===== src/rtl/key_seg_pkg.sv =====
// rtl/key_seg_pkg.sv - shared types and constants for the key/segment path
//
// Purpose: FSM state encoding for keypad_scan, special key codes and the
//          counter-width helper used to size the scan and debounce counters.
// Ports:   none (package).

package key_seg_pkg;

  typedef enum logic [1:0] {
    SCAN     = 2'd0,
    DEBOUNCE = 2'd1,
    WAIT_REL = 2'd2
  } kp_state_t;

  localparam logic [3:0] KEY_CLR   = 4'd12;
  localparam logic [3:0] DIGIT_MAX = 4'd9;

  // Bits needed to hold the values 0..n; never less than one bit.
  function automatic int cnt_width(input int n);
    return (n < 1) ? 1 : $clog2(n + 1);
  endfunction

endpackage


===== src/rtl/digit_shift_buf.sv =====
// rtl/digit_shift_buf.sv - six-digit shift buffer feeding the display scanner
//
// Purpose: shifts accepted digits in from the newest end (dis6) and drops the
//          oldest (dis1); clr zeroes all six digits.
// Ports:   clk, rst_n (sync, active-low), load (shift din in), clr (zero all),
//          din[3:0] (digit), dis1..dis6[3:0] (dis1 oldest, dis6 newest).

module digit_shift_buf (
  input  logic       clk,
  input  logic       rst_n,
  input  logic       load,
  input  logic       clr,
  input  logic [3:0] din,
  output logic [3:0] dis1,
  output logic [3:0] dis2,
  output logic [3:0] dis3,
  output logic [3:0] dis4,
  output logic [3:0] dis5,
  output logic [3:0] dis6
);

  always_ff @(posedge clk) begin
    if (!rst_n || clr) begin
      dis1 <= 4'd0;
      dis2 <= 4'd0;
      dis3 <= 4'd0;
      dis4 <= 4'd0;
      dis5 <= 4'd0;
      dis6 <= 4'd0;
    end else if (load) begin
      dis1 <= dis2;
      dis2 <= dis3;
      dis3 <= dis4;
      dis4 <= dis5;
      dis5 <= dis6;
      dis6 <= din;
    end
  end

endmodule


===== src/rtl/keypad_scan.sv =====
// rtl/keypad_scan.sv - 4x4 matrix keypad scanner with debounce and digit buffer
//
// Purpose: rotates one active-low row at a time, detects a pressed column,
//          debounces it, emits one key_valid pulse per press and feeds digits
//          into a six-digit buffer for the display scanner.
// Ports:   clk, rst_n (sync, active-low), col[3:0] (async, active-low),
//          row[3:0] (one bit low), key_code[3:0] (row*4+col of last key),
//          key_valid (1-cycle pulse), dis1..dis6[3:0] (digit buffer).

module keypad_scan #(
  parameter int SCAN_CYCLES = 50_000,
  parameter int DEB_CYCLES  = 1_000_000
) (
  input  logic       clk,
  input  logic       rst_n,
  input  logic [3:0] col,
  output logic [3:0] row,
  output logic [3:0] key_code,
  output logic       key_valid,
  output logic [3:0] dis1,
  output logic [3:0] dis2,
  output logic [3:0] dis3,
  output logic [3:0] dis4,
  output logic [3:0] dis5,
  output logic [3:0] dis6
);

  import key_seg_pkg::*;

  localparam int SW = cnt_width(SCAN_CYCLES);
  localparam int DW = cnt_width(DEB_CYCLES);
  localparam logic [SW-1:0] DWELL_LAST = SW'(SCAN_CYCLES - 1);
  localparam logic [DW-1:0] DEB_LAST   = DW'(DEB_CYCLES - 1);

  // Lowest-index low column wins when several are pressed together.
  function automatic logic [1:0] low_col(input logic [3:0] c);
    if (!c[0])      return 2'd0;
    else if (!c[1]) return 2'd1;
    else if (!c[2]) return 2'd2;
    else            return 2'd3;
  endfunction

  logic [3:0]    col_meta, col_s, col_lat, col_lat_nxt;
  kp_state_t     state, state_nxt;
  logic [1:0]    row_idx, row_idx_nxt;
  logic [SW-1:0] dwell_cnt, dwell_nxt;
  logic [DW-1:0] deb_cnt, deb_nxt;
  logic          fire;
  logic [3:0]    code;
  logic          buf_load, buf_clr;

  assign row      = ~(4'b0001 << row_idx);
  assign code     = {row_idx, low_col(col_lat)};
  assign buf_load = fire && (code <= DIGIT_MAX);
  assign buf_clr  = fire && (code == KEY_CLR);

  always_ff @(posedge clk) begin
    if (!rst_n) begin
      col_meta  <= 4'hF;
      col_s     <= 4'hF;
      state     <= SCAN;
      row_idx   <= 2'd0;
      dwell_cnt <= '0;
      deb_cnt   <= '0;
      col_lat   <= 4'hF;
      key_code  <= 4'd0;
      key_valid <= 1'b0;
    end else begin
      col_meta  <= col;
      col_s     <= col_meta;
      state     <= state_nxt;
      row_idx   <= row_idx_nxt;
      dwell_cnt <= dwell_nxt;
      deb_cnt   <= deb_nxt;
      col_lat   <= col_lat_nxt;
      key_valid <= fire;
      if (fire) key_code <= code;
    end
  end

  always_comb begin
    state_nxt   = state;
    row_idx_nxt = row_idx;
    dwell_nxt   = dwell_cnt;
    deb_nxt     = deb_cnt;
    col_lat_nxt = col_lat;
    fire        = 1'b0;
    unique case (state)
      SCAN: begin
        // Sample only on the last dwell cycle so the columns have settled
        // through the synchronizer after the row change.
        if (dwell_cnt >= DWELL_LAST) begin
          dwell_nxt = '0;
          if (col_s != 4'hF) begin
            col_lat_nxt = col_s;
            deb_nxt     = '0;
            state_nxt   = DEBOUNCE;
          end else begin
            row_idx_nxt = row_idx + 2'd1;
          end
        end else begin
          dwell_nxt = dwell_cnt + 1'b1;
        end
      end
      DEBOUNCE: begin
        if (col_s != col_lat) begin
          // Bounce: restart the dwell on the same row.
          state_nxt = SCAN;
          dwell_nxt = '0;
          deb_nxt   = '0;
        end else if (deb_cnt >= DEB_LAST) begin
          // The pulse register lands on the DEB_CYCLES-th edge after entry.
          fire      = 1'b1;
          deb_nxt   = '0;
          state_nxt = WAIT_REL;
        end else begin
          deb_nxt = deb_cnt + 1'b1;
        end
      end
      WAIT_REL: begin
        if (col_s != 4'hF) begin
          deb_nxt = '0;
        end else if (deb_cnt >= DEB_LAST) begin
          deb_nxt     = '0;
          dwell_nxt   = '0;
          row_idx_nxt = row_idx + 2'd1;
          state_nxt   = SCAN;
        end else begin
          deb_nxt = deb_cnt + 1'b1;
        end
      end
      default: state_nxt = SCAN;
    endcase
  end

  digit_shift_buf u_buf (
    .clk   (clk),
    .rst_n (rst_n),
    .load  (buf_load),
    .clr   (buf_clr),
    .din   (code),
    .dis1  (dis1),
    .dis2  (dis2),
    .dis3  (dis3),
    .dis4  (dis4),
    .dis5  (dis5),
    .dis6  (dis6)
  );

endmodule


===== config.mk =====
export PLATFORM = sky130hd
export DESIGN_NAME = keypad_scan
export DESIGN_NICKNAME = d
export VERILOG_FILES = /design/src/rtl/key_seg_pkg.sv /design/src/rtl/digit_shift_buf.sv /design/src/rtl/keypad_scan.sv
export SDC_FILE = /design/constraint.sdc
export NUM_CORES = 1
export LEC_CHECK = 0
export ABC_AREA = 0
export BUFFER_PORTS_ARGS = -buffer_cell sky130_fd_sc_hd__buf_2
export CAP_MARGIN = 30
export CORE_UTILIZATION = 40
export CTS_CLUSTER_DIAMETER = 30
export DETAILED_ROUTE_END_ITERATION = 8
export GPL_TIMING_DRIVEN = 0
export PLACE_DENSITY = 0.65
export SLEW_MARGIN = 20
export SYNTH_ARGS = -nofsm -noshare
export SYNTH_HDL_FRONTEND = slang
export SYNTH_SLANG_ARGS = --single-unit

===== constraint.sdc =====
create_clock -name clk -period 2.9 [get_ports clk]
set_input_delay 0.145 -clock clk [delete_from_list [all_inputs] [get_ports clk]]
set_output_delay 0.145 -clock clk [all_outputs]
set_load 0.05 [all_outputs]

==> summary.md <==
| Metric | Value |
|---|---|
| Status | `completed` |
| Final setup fails | `0` |
| CTS tree | `done` |
| Number of global-route vias before repair | `3,120` |
| CP Capture Type | `register` |
| Hold Crit Class | `input pin to register` |
| Critical Path Start | `dwell_cnt[0]$_SDFFE_PN0P_` |
| Ys async rst share | `0` |
| Max IR drop VDD | `178 uV` |
| Psw | `493 uW` |
| CTS root buf | `clkbuf_8` |
| Cts repair resizes | `0` |
| DR vias/cell | `~5.4` |
| Hold wc startpoint | `rst_n` |
| Critical path launch point type | `register` |
| Syn_nets | `463` |
| First-pass GRT wire length | `15.5 mm` |
| Max Cap Viol | `0` |
| Routed vias | `3,421` |
| Avg WL per Cell | `14.7 um` |
| Design Power | `between 2 and 2.5 mW` |
| R2r startpoint | `dwell_cnt[0]$_SDFFE_PN0P_` |
| Top Usage Layer GRT | `met2` |
| Unrepaired setup endpoints after global routing | `no` |
| P per Cell Area | `450 nW/um2` |
| Crit Path Max Fanout | `10` |
| Lkg Pwr | `2.00 nW` |
| GRT Residual Overflow | `0` |
| Antenna Nets Post-Route | `0` |
| Final worst path period share | `0.877` |
| Antenna violations before repair | `0` |
| Fmax | `393 MHz` |
| Critical Path AT | `2.79 ns` |
| Max Slew Vio Count | `0` |
| Clock power share | `0.421` |
| Critical Path RT | `3.15 ns` |
| Setup tns final | `0 ns` |
| Largest net degree at the start of global routing | `16` |
| H-tree levels | `3` |
| Post-synth EDFFs | `0` |
| Mapped Cells | `447` |
| Synthesis Warnings | `0` |
| Clock transition at the registers of the reported paths | `0.08 ns` |
| Bufs on Longest Clock Path | `2` |
| Post-CTS Setup Bufs | `0` |
| HPWL Detailed | `6.64 mm` |
| Pre-antenna DRT Iters | `5` |
| Seq/Total Area, Yosys | `0.405` |
| Final hold violation count | `0` |
| Mapped Area | `roughly 4000 um2` |
| Gp weighted congestion | `0.863` |
| Combinational power share | `0.035` |
| Sw Ratio | `0.238` |
| Area of the core | `approximately 10000 um2` |
| Ranking of synthesized cells by area | `dfxtp_1 (41%), mux2i_1 (8.3%), nand2_1 (4.2%)` |
| Rows | `36` |
| Drt drc | `0` |
| # port buffers | `37` |
| Post-synth top area share | `0.405` |
| Initial Util | `0.411` |
| Area growth, synth to finish | `15.1%` |
| Skew-Pair Late Insertion Delay | `0.37 ns` |
| Drt total wl | `9.35 mm` |
| Least-Margin Pin Slew | `around 0.63 ns` |
| GRT Util Overall | `0.192` |
| Clock Sinks | `81` |
| Met3 Resource Use GR | `0.0287` |
| Met1 global-route usage | `0.264` |
| Layout cells sized above 1 | `0.177` |
| Yosys reg bits | `81` |
| Top FF cell, synth | `dfxtp_1` |
| Chip width | `102 um` |
| Die area | `10,400 um2` |
| Area leader, netlist | `dfxtp_1` |
| Synth cell types | `67` |
| IO Count | `39` |
| Syn avg cell area | `8.95 um2` |
| Kind of critical path | `register to register` |
| Inserted Clock Buffers | `9` |
| Final min period | `2.54 ns` |
| Max-slew headroom | `0.577` |
| Antenna diodes | `0` |
| Most frequent cells after synthesis | `dfxtp_1 (81), nand2_1 (45), nor2_1 (37)` |
| Top-count cell post-synth | `dfxtp_1` |
| GRT met2 Usage | `0.295` |
| Worst Skew | `0.00662 ns` |
| Sequential Power Share | `0.543` |
| Chip Height | `between 100 and 150 um` |
| DR iter-0 viols | `210` |
| Nets | `between 500 and 600` |
| Power Internal | `1.58 mW` |
-- worst paths after layout --
path | to | slack (ns) | cells past startpoint
worst max-delay path | deb_cnt[14]$_SDFFE_PN0P_ | 0.36 | 9
worst min-delay path | dwell_cnt[4]$_SDFFE_PN0P_ | 0.33 | 3
worst max register to register | deb_cnt[14]$_SDFFE_PN0P_ | 0.36 | 9
worst min register to register | col_s[1]$_SDFF_PN1_ | 0.41 | 1
-- layout make-up --
type | instances | area, um2
fill | 967 | 5120
clock inverter | 6 | 76.3
buffer | 22 | 119
tap | 133 | 166
inverter | 14 | 52.6
timing repair buffer | 41 | 225
clock buffer | 10 | 138
sequential | 81 | 1620
multi-input combinational | 330 | 2210
-- layout by cell type, fill, tap and decap left out, drive strengths merged, types with 3 or more instances in the layout --
master,n
nor2b,7
nor3,7
buf,49
nand4,10
a21boi,5
and2,4
a22oi,11
nand3,23
o21a,3
or2,3
o22ai,10
dlygate4sd3,4
o31ai,12
a21oi,17
o32ai,3
inv,15
a31oi,3
ha,10
nand2b,13
nand3b,6
nand2,45
o21ai,14
and3,18
clkinv,4
clkbuf,20
mux2i,33
or3b,4
nor2,39
dfxtp,81
-- worst max-delay path: stages (launching register included) --
cell       delay, ns
dfxtp_1         0.41
ha_1            0.24
nand3_1         0.18
a2111oi_4       0.59
o21ai_2         0.24
and2_4          0.21
buf_6           0.13
buf_8           0.14
a22oi_1         0.19
o31ai_1         0.09
-- layer usage --
layer	up-vias	part of all wire	wire, um
met5	-	0	0
met4	0	0.018	166
met3	12	0.029	273
met2	62	0.45	4200
met1	1616	0.50	4710
li1	1731	-	-
-- power groups by stage --
| stage | Combinational [mW] | Sequential, mW | Clock [mW] |
|---|---|---|---|
| finish | 0.0731 | 1.13 | 0.874 |
| detailed placement | 0.0693 | 1.15 | 0 |
| CTS | 0.0735 | 1.13 | 0.904 |
| global route | 0.0805 | 1.13 | 0.958 |
| floorplan | 0.0490 | 1.15 | 0 |
| global placement | 0.0676 | 1.15 | 0 |
-- cell families (layout without fill, tap and decap cells) --
kind of cell,count (synthesis),after routing,synth area share
simple gates,187,187,0.249
compound gates,98,98,0.185
flops,81,81,0.405
buf+inv,36,93,0.0429
mux,33,33,0.0826
fa+ha+maj,10,10,0.0313
xor+xnor,2,2,0.00438
-- registers in the layout, indices dropped and copies added (netlist names) --
name / flops
col_lat: 4
col_meta: 4
col_s: 4
deb_cnt: 20
dwell_cnt: 16
key_code: 4
key_valid: 1
row_idx: 2
state: 2
u_buf.dis1: 4
u_buf.dis2: 4
u_buf.dis3: 4
u_buf.dis4: 4
u_buf.dis5: 4
u_buf.dis6: 4
-- what timing repair did --
item / in CTS / in global routing
endpoints found under the hold margin: 4 / 0
hold buffers: 4 / 0
setup endpoints to repair: 0 / 0
-- through the flow --
stage	setup slack, ns	cell area [um2]	util	hold WS [ns]	instances
after global placement	0.429	4350	0.447	0.331	617
after CTS	0.366	4610	0.473	0.325	637
after global routing	0.189	4610	0.473	0.371	637
final	0.358	4610	0.473	0.333	637
after floorplan	0.755	4000	-	0.246	447
after detailed placement	0.379	4350	0.447	0.330	617
(Power assumes the default switching activity.)
